## config.mk

```make
export PLATFORM = sky130hd
export DESIGN_NAME = eth_tx_framer
export DESIGN_NICKNAME = d
export VERILOG_FILES = /design/src/rtl/eth_tx_framer.sv
export SDC_FILE = /design/constraint.sdc
export NUM_CORES = 1
export LEC_CHECK = 0
export CAP_MARGIN = 15
export CELL_PAD_IN_SITES_DETAIL_PLACEMENT = 0
export CELL_PAD_IN_SITES_GLOBAL_PLACEMENT = 1
export CORE_ASPECT_RATIO = 2
export CORE_MARGIN = 2
export CORE_UTILIZATION = 52
export DETAILED_ROUTE_END_ITERATION = 10
export DONT_BUFFER_PORTS = 1
export GPL_ROUTABILITY_DRIVEN = 0
export HOLD_SLACK_MARGIN = 0.03
export PLACE_DENSITY = 0.91
export SLEW_MARGIN = 20
export SYNTH_ARGS = -nofsm -noshare
export SYNTH_HDL_FRONTEND = slang
export SYNTH_SLANG_ARGS = --single-unit
```

## constraint.sdc

```tcl
create_clock -name clk -period 2.9 [get_ports clk]
set_input_delay 0.435 -clock clk [delete_from_list [all_inputs] [get_ports clk]]
set_output_delay 0.435 -clock clk [all_outputs]
set_load 0.1 [all_outputs]
```

## src/rtl/eth_tx_framer.sv

```systemverilog
// ----------------------------------------------------------------------------
// eth_tx_framer
//
// Turns a raw frame (destination MAC through payload) into a complete line
// frame: 7x 0x55 preamble, 0xD5 SFD, the data, optional zero padding up to
// MIN_LEN, a 4-byte CRC-32 FCS, then an inter-frame gap of IFG_BYTES idle
// cycles. Input bytes travel through an 8-stage delay line, so the preamble
// can be sent while the first data bytes are still in flight.
//
// Parameters
//   PAD_EN     1 = pad short frames with 0x00 up to MIN_LEN, 0 = no padding
//   MIN_LEN    minimum data+pad byte count (FCS excluded)
//   IFG_BYTES  idle cycles after the last FCS byte
//
// Ports
//   clk           tx clock
//   rst_n         asynchronous active-low reset
//   i_data        raw frame byte
//   i_data_en     frame byte valid; one frame = one contiguous high run
//   o_tx_data     line byte to the PHY (registered)
//   o_tx_en       line enable to the PHY (registered)
//   o_busy        high whenever the framer is not idle (registered)
//   o_frame_done  one-cycle pulse alongside the last FCS byte (registered)
//   o_drop        one-cycle pulse when a frame start is rejected (registered)
// ----------------------------------------------------------------------------
module eth_tx_framer #(
    parameter int PAD_EN    = 1,
    parameter int MIN_LEN   = 60,
    parameter int IFG_BYTES = 12
) (
    input  logic       clk,
    input  logic       rst_n,
    input  logic [7:0] i_data,
    input  logic       i_data_en,
    output logic [7:0] o_tx_data,
    output logic       o_tx_en,
    output logic       o_busy,
    output logic       o_frame_done,
    output logic       o_drop
);

    typedef enum logic [2:0] {IDLE, PREAMBLE, DATA, PAD, FCS, IFG} state_t;

    localparam bit          PAD_ON  = (PAD_EN != 0);
    localparam logic [10:0] MIN_CNT = 11'(MIN_LEN);
    localparam logic [15:0] IFG_CNT = 16'(IFG_BYTES);

    state_t      state, state_next;
    logic [7:0]  dly_data [8];
    logic [7:0]  dly_valid;
    logic        en_q, capturing;
    logic        rise, start, capture;
    logic [10:0] byte_cnt, byte_cnt_next, cnt_inc;
    logic [31:0] crc, crc_next;
    logic [2:0]  pre_cnt, pre_cnt_next;
    logic [1:0]  fcs_cnt, fcs_cnt_next;
    logic [15:0] ifg_cnt, ifg_cnt_next;
    logic [7:0]  tx_data_next;
    logic        tx_en_next, frame_done_next, drop_next;
    logic        body_step, pad_more;

    // One byte of reflected CRC-32 (polynomial 0xEDB88320), LSB first.
    function automatic logic [31:0] crc32_byte(input logic [31:0] c, input logic [7:0] b);
        logic [31:0] r;
        r = c ^ {24'd0, b};
        for (int i = 0; i < 8; i++)
            r = r[0] ? ((r >> 1) ^ 32'hEDB88320) : (r >> 1);
        return r;
    endfunction

    // A frame is only accepted on a rising i_data_en seen while idle. Bytes
    // are marked valid in the delay line only for that accepted run, so a
    // level left high from a rejected or pre-reset frame never leaks in.
    assign rise    = i_data_en && !en_q;
    assign start   = (state == IDLE) && rise;
    assign capture = i_data_en && (capturing || start);
    assign cnt_inc = (byte_cnt == 11'h7FF) ? byte_cnt : byte_cnt + 11'd1;
    assign pad_more = PAD_ON && (byte_cnt < MIN_CNT);

    // Delay-line payload; only the valid bits need a reset value.
    always_ff @(posedge clk) begin
        dly_data[0] <= i_data;
        for (int i = 1; i < 8; i++)
            dly_data[i] <= dly_data[i-1];
    end

    // The state always describes the byte currently on the line, so every
    // output is computed one cycle early here and registered below.
    always_comb begin
        state_next      = state;
        tx_data_next    = 8'h00;
        tx_en_next      = 1'b0;
        frame_done_next = 1'b0;
        drop_next       = rise && (state != IDLE);
        crc_next        = crc;
        byte_cnt_next   = byte_cnt;
        pre_cnt_next    = pre_cnt;
        fcs_cnt_next    = fcs_cnt;
        ifg_cnt_next    = ifg_cnt;
        body_step       = 1'b0;

        case (state)
            IDLE: begin
                if (start) begin
                    state_next    = PREAMBLE;
                    tx_data_next  = 8'h55;
                    tx_en_next    = 1'b1;
                    pre_cnt_next  = 3'd0;
                    crc_next      = 32'hFFFFFFFF;
                    byte_cnt_next = 11'd0;
                end
            end
            PREAMBLE: begin
                tx_en_next = 1'b1;
                if (pre_cnt == 3'd7) begin
                    body_step = 1'b1;
                end else begin
                    tx_data_next = (pre_cnt == 3'd6) ? 8'hD5 : 8'h55;
                    pre_cnt_next = pre_cnt + 3'd1;
                end
            end
            DATA, PAD: begin
                body_step = 1'b1;
            end
            FCS: begin
                // fcs_cnt wraps to 0 after the last FCS byte has gone out.
                if (fcs_cnt == 2'd0) begin
                    state_next   = IFG;
                    ifg_cnt_next = 16'd1;
                end else begin
                    tx_en_next      = 1'b1;
                    tx_data_next    = ~crc[{fcs_cnt, 3'b000} +: 8];
                    fcs_cnt_next    = fcs_cnt + 2'd1;
                    frame_done_next = (fcs_cnt == 2'd3);
                end
            end
            IFG: begin
                if (ifg_cnt >= IFG_CNT)
                    state_next = IDLE;
                else
                    ifg_cnt_next = ifg_cnt + 16'd1;
            end
            default: begin
                state_next = IDLE;
            end
        endcase

        // Data, pad and the first FCS byte follow each other with no gap:
        // the moment the delay line runs dry, the next byte is already pad
        // or FCS byte 0 (CRC is final because the last body byte updated it).
        if (body_step) begin
            tx_en_next = 1'b1;
            if (dly_valid[7] && (state != PAD)) begin
                state_next    = DATA;
                tx_data_next  = dly_data[7];
                crc_next      = crc32_byte(crc, dly_data[7]);
                byte_cnt_next = cnt_inc;
            end else if (pad_more) begin
                state_next    = PAD;
                tx_data_next  = 8'h00;
                crc_next      = crc32_byte(crc, 8'h00);
                byte_cnt_next = cnt_inc;
            end else begin
                state_next   = FCS;
                tx_data_next = ~crc[7:0];
                fcs_cnt_next = 2'd1;
            end
        end
    end

    // en_q resets high so a frame already streaming when reset releases is
    // not picked up part-way through.
    always_ff @(posedge clk or negedge rst_n) begin
        if (!rst_n) begin
            state        <= IDLE;
            o_tx_data    <= 8'h00;
            o_tx_en      <= 1'b0;
            o_busy       <= 1'b0;
            o_frame_done <= 1'b0;
            o_drop       <= 1'b0;
            dly_valid    <= 8'h00;
            capturing    <= 1'b0;
            en_q         <= 1'b1;
            byte_cnt     <= 11'd0;
            crc          <= 32'hFFFFFFFF;
            pre_cnt      <= 3'd0;
            fcs_cnt      <= 2'd0;
            ifg_cnt      <= 16'd0;
        end else begin
            state        <= state_next;
            o_tx_data    <= tx_data_next;
            o_tx_en      <= tx_en_next;
            o_busy       <= (state_next != IDLE);
            o_frame_done <= frame_done_next;
            o_drop       <= drop_next;
            dly_valid    <= {dly_valid[6:0], capture};
            capturing    <= capture;
            en_q         <= i_data_en;
            byte_cnt     <= byte_cnt_next;
            crc          <= crc_next;
            pre_cnt      <= pre_cnt_next;
            fcs_cnt      <= fcs_cnt_next;
            ifg_cnt      <= ifg_cnt_next;
        end
    end

endmodule
```

# Word level (Yosys, flattened, before mapping)
# Memories as Yosys holds them, arrays and structs flattened.
# Cells that the tools add are included.
dict set report totals {
  regBits 89
  mem_bits_rw 64
  in_bits 11
  output_inout_bits 12
  elab_cells 133
  mem_count 1
}
dict set report classes {
  addsub 4
  order_cmp 2
  n_eq_ne 14
  shift 1
  mux 61
  n_bitwise 19
  reduce_logical 17
}
# name depth width read_ports rd_clocked_by_memory_dff write_ports line_no
set memory_table {}
lappend memory_table {dly_data 8 8 8 0 8 49} ;# logic [7:0] dly_data [8];
# cell n
set ops {}
lappend ops {{2-to-1 mux 32 bit} 21}
lappend ops {{NOT 13 -> 14 bit} 16}
lappend ops {{2-to-1 mux 11 bit} 6}
lappend ops {{2-to-1 mux 8 bit} 6}
lappend ops {{2-to-1 mux 16 bit} 2}
lappend ops {{one-hot mux 16 bit (2 select lines)} 1}
lappend ops {{variable part select 32 x 6 -> 8 bit} 1}
lappend ops {{bitwise XOR 32 x 8 -> 32 bit} 1}
lappend ops {{2-to-1 mux 3 bit} 8}
lappend ops {{one-hot mux 8 bit (3 select lines)} 1}
lappend ops {{adder 16 x 1 -> 16 bit, second input constant} 1}
lappend ops {{>= comparator 16 x 4 -> 1 bit, second input constant} 1}
lappend ops {{NOT 8 bit} 2}
lappend ops {{== test 3 bit, second input constant} 4}
lappend ops {{one-hot mux 3 bit (4 select lines)} 1}
lappend ops {{adder 11 x 1 -> 11 bit, second input constant} 1}
lappend ops {{== test 11 bit, second input constant} 1}
lappend ops {{less-than comparator 11 x 6 -> 1 bit, second input constant} 1}
lappend ops {{2-to-1 mux 2 bit} 5}
lappend ops {{!= test 2 bit, second input constant} 4}
lappend ops {{2-to-1 mux 7 bit} 1}
lappend ops {{== test 3 x 2 -> 1 bit, second input constant} 2}
lappend ops {{2-to-1 mux 1 bit} 6}
lappend ops {{one-hot mux 3 bit (2 select lines)} 1}
lappend ops {{other kinds (17)} 24}

# Depth between registers and ports, before layout
# An unclocked memory read counts as a cell.
dict set report depth {
  ltp_word 20
  mapped_depth 9
  depth_no_buf 8
}

# Worst setup path before layout
# No wires, ideal clock.
dict set report synth_path {
  kind {register -> register}
  start {reg crc[6]}
  end {reg crc[22]}
  setup_time_ps 88
  arrival_time_ps 2162
  required_time_ps 2812
  slack_ps 650
  stages_incl_launch_ff 7
  n_path_buf 1
  path_cell_list {dfstp_2 buf_6 xnor3_2 xor2_4 xnor3_1 xor2_1 a221oi_2}
}
dict set report synth_between {
  elab_chain_cells 12
  elab_cells_between_ends 22
  classes_between {mux (19); bitwise (3)}
}
# item line_no
set synth_rtl {}
lappend synth_rtl {{start, declared} 54} ;# logic [31:0] crc, crc_next;
lappend synth_rtl {{start signal, assigned} 200} ;# crc <= crc_next;
lappend synth_rtl {{NOT 13 -> 14 bit (no source line) / bitwise XOR 32 x 8 -> 32 bit (equally long branches)} n/a}
lappend synth_rtl {{2-to-1 mux 32 bit / NOT 13 -> 14 bit (equally long branches)} n/a}
lappend synth_rtl {{2-to-1 mux 32 bit (7 in series)} 67} ;# r = r[0] ? ((r >> 1) ^ 32'hEDB88320) : (r >> 1);
lappend synth_rtl {{2-to-1 mux 32 bit, on equally long branches} {158, 67}}
lappend synth_rtl {{2-to-1 mux 32 bit (*)} 153} ;# if (dly_valid[7] && (state != PAD)) begin
lappend synth_rtl {{2-to-1 mux 32 bit (*)} 151} ;# if (body_step) begin
lappend synth_rtl {{net crc_next[22]} 54}
# The timed path passes the listed nets; every way through them passes the cells marked *.
# A chain may end at the register's enable or synchronous reset.

# Final worst setup path
dict set report layout_path {
  start {reg pre_cnt[1]}
  end {reg byte_cnt[8]}
}
dict set report layout_between {
  elab_chain_cells 4
}
# item line_no
set layout_rtl {}
lappend layout_rtl {{start, declared} 55} ;# logic [2:0] pre_cnt, pre_cnt_next;
lappend layout_rtl {{start signal, assigned} 201} ;# pre_cnt <= pre_cnt_next;
lappend layout_rtl {{== test 3 bit} 115} ;# if (pre_cnt == 3'd7) begin
lappend layout_rtl {{2-to-1 mux 1 bit} 115}
lappend layout_rtl {{one-hot mux 1 bit (2 select lines)} 102} ;# case (state)
lappend layout_rtl {{2-to-1 mux 11 bit} 151}
lappend layout_rtl {{net byte_cnt_next[8]} 53} ;# logic [10:0] byte_cnt, byte_cnt_next, cnt_inc;
lappend layout_rtl {{end signal, assigned} 199} ;# byte_cnt <= byte_cnt_next;
lappend layout_rtl {{end, declared} 53}
# The timed path passes the listed nets, and every way through them passes these cells.

==> impl_metrics.json <==
{
  "place_area_mm2": 0.00743,
  "gr-usage-all-layers": 0.278,
  "crit_arrival_ns": 2.97,
  "hold_path_class": "in -> reg",
  "crit_path_end_kind": "flop",
  "final_cell_area_mm2": 0.00816,
  "grt_pass1_wl_mm": 30.3,
  "leakagePower_nw": 3.42,
  "timing.final.crit_share": 0.918,
  "vias": 5157,
  "crit_type": "reg -> reg",
  "clkLatencyLatePin_ns": 0.42,
  "synth-edff-count": 0,
  "critPathLaunchType": "flop",
  "grt_max_degree": 89,
  "p_comb_frac": 0.493,
  "pin_count": 23,
  "cp_max_fo": 13,
  "fin_skew_ns": 0.0122,
  "netlist_instances": 619,
  "max_cap_violations": 0,
  "drc": 0,
  "core-area_mm2": 0.0135,
  "dieHeight_um": 171,
  "dp_hpwl_mm": 13.3,
  "cts_made_buffers": 17,
  "ys.flop_type": "dfxtp_1",
  "synth-simple-area-share": 0.0944,
  "slew_violations": 0,
  "power.total_w": 0.0112,
  "synth_most_common_cell": "xnor2_1",
  "power_density_mw_per_mm2": 1370,
  "htreeDepth": 4,
  "synth-xor-area-share": 0.202,
  "syn_area_mm2": 0.00721,
  "setup_viol": 0,
  "whs_ns": 0.132,
  "hold_viol": 0,
  "vdd_drop_max_v": 0.000851,
  "layout.nets": 660,
  "drive_gt1_frac": 0.191,
  "core.rowCount": 60,
  "cp-endpoint": "byte_cnt[8]$_DFF_PN0_",
  "initialDrtViolationCount": 577,
  "cts_resized": 0,
  "grt_overflow_total": 0,
  "cts_tree": "built",
  "power.switching_w": 0.00484,
  "wire_per_inst_um": 24.0,
  "synth_top_family_by_area": "XOR/XNOR gates",
  "n_fill_cell": 1045,
  "netlist_top_cells_area": "dfrtp_1 19%, dfxtp_1 18%, dfstp_2 12%",
  "r2r_setup_slack_ns": 0.24,
  "io_buffers": 0,
  "synth-adder-area-share": 0.0156,
  "synth_top_area_cell": "dfrtp_1",
  "clock_path_buffers": 2,
  "ys_async_sr_fraction": 0.579,
  "vias_per_cell": 6.38,
  "dieArea_mm2": 0.0149,
  "required_ns": 3.21,
  "tightest_slew_ns": 0.953,
  "synthMuxAreaShare": 0.0342,
  "yosysSeqAreaShare": 0.489,
  "finalSetupTns_ns": 0,
  "intPower_w": 0.00638,
  "area_delta_synth_final_pct": 13.1,
  "synth_top_area_share": 0.191,
  "worst_r2r_path_depth": 10,
  "synth_commonest_cells": "67 x xnor2_1, 64 x dfxtp_1, 55 x dfrtp_1",
  "post-cts-setup-buffers": 0,
  "pwr-share-clk": 0.197,
  "yosysWarnings": 0,
  "reg2reg_from": "pre_cnt[1]$_DFFE_PN0P_",
  "rsz0062_at_grt": "no",
  "wl_mm": 19.4,
  "pwr-share-seq": 0.311,
  "max_freq_mhz": 376,
  "synth_nets": 639,
  "synth-compound-area-share": 0.134,
  "antenna_found_initial": 0,
  "cp-startpoint": "pre_cnt[1]$_DFFE_PN0P_",
  "detail-route-antenna-nets": 0,
  "clockRootBuffer": "clkbuf_16",
  "grt_pass1_vias": 5480,
  "swShare": 0.431,
  "clk_pin_slew_ns": 0.07,
  "final.min_clock_period_ns": 2.66,
  "rr_endpoint": "byte_cnt[8]$_DFF_PN0_",
  "first_pass_iters": 6,
  "status": "finished clean",
  "hold_buffers": 11,
  "start_util": 0.534,
  "clock_sinks": 152,
  "yosys_register_bits": 152,
  "avgSynthCellArea_um2": 11.7,
  "num_antenna_cells": 0,
  "synthDistinctLibCells": 69,
  "die_w_um": 87.3,
  "slew_headroom": 0.360
}
-- flip-flops by register name, summed over array words and instances, names as in the netlist, 2 cells and up --
signal / cells
pre_cnt: 3
byte_cnt: 11
o_tx_data: 8
ifg_cnt: 16
dly_valid: 8
state: 3
fcs_cnt: 2
dly_data: 64
crc: 32
-- stage by stage --
step                setup WS (ns)   util  instances
floorplan                   0.650      -        619
global placement            0.505  0.550        765
detailed placement          0.400  0.550        765
CTS                         0.374  0.604        808
global route                0.128  0.604        808
finish                      0.237  0.604        808
-- critical path, cell delays in order, from the launching register on --
cell,delay (ns)
dfrtp_1,0.39
ha_1,0.16
ha_1,0.17
a21oi_1,0.08
nor2_1,0.63
buf_4,0.28
o21ai_4,0.09
inv_2,0.09
buf_4,0.22
a41oi_1,0.17
a211oi_1,0.27
-- logic make-up (layout without fill, tap and decap cells) --
kind of cell | Yosys count | count (layout)
compound gates | 140 | 140
xor+xnor | 123 | 123
simple gates | 133 | 133
fa+ha+maj | 9 | 9
mux | 14 | 14
flops | 152 | 152
buf+inv | 48 | 82
-- cell type report --
type                       instances  area (um^2)  share of cell area
inverter                          11         41.3             0.00506
clock buffer                      17          425              0.0521
timing repair buffer              39          338              0.0414
clock inverter                    15          176              0.0216
sequential                       152         3520               0.432
tap                              155          194              0.0238
multi-input combinational        419         3460               0.424
-- placed cells by master (no fill, tap or decap), drive strengths merged, types with 17 or more instances in the layout --
cell / count
a21oi: 27
buf: 29
clkbuf: 17
dfrtp: 55
dfstp: 33
dfxtp: 64
inv: 19
nand2: 34
nor2: 25
nor3: 18
o21ai: 42
xnor2: 73
xor2: 30
-- worst min path at each step --
| stage | startpoint | end | slack [ns] | cells past startpoint |
|---|---|---|---|---|
| after floorplan | rst_n | byte_cnt[0]$_DFF_PN0_ | 0.14 | 0 |
| after global placement | rst_n | o_tx_data[0]$_DFF_PN0_ | 0.14 | 0 |
| after detailed placement | rst_n | o_tx_data[0]$_DFF_PN0_ | 0.14 | 0 |
| after CTS | i_data_en | dly_valid[0]$_DFF_PN0_ | 0.12 | 2 |
| after global routing | i_data_en | dly_valid[0]$_DFF_PN0_ | 0.15 | 2 |
| final | i_data_en | dly_valid[0]$_DFF_PN0_ | 0.13 | 2 |
-- per-layer routing --
metal	track usage	part of all wire	routed length (um)	up-vias
met5	0	0	0	-
met4	0.210	0.097	1880	0
met3	0.0632	0.052	1020	120
met2	0.477	0.52	10100	287
met1	0.284	0.33	6460	2534
li1	-	-	-	2216
-- power groups by stage --
| stage | registers, W | logic [W] | clock network, W |
|---|---|---|---|
| 2_1_floorplan | 0.00326 | 0.00424 | 0 |
| 3_3_place_gp | 0.00349 | 0.00515 | 0 |
| 3_5_place_dp | 0.00351 | 0.00526 | 0 |
| 4_1_cts | 0.00347 | 0.00540 | 0.00225 |
| 5_1_grt | 0.00352 | 0.00585 | 0.00234 |
| 6_report | 0.00349 | 0.00553 | 0.00220 |
No activity file was read; power rests on OpenSTA's default activity.
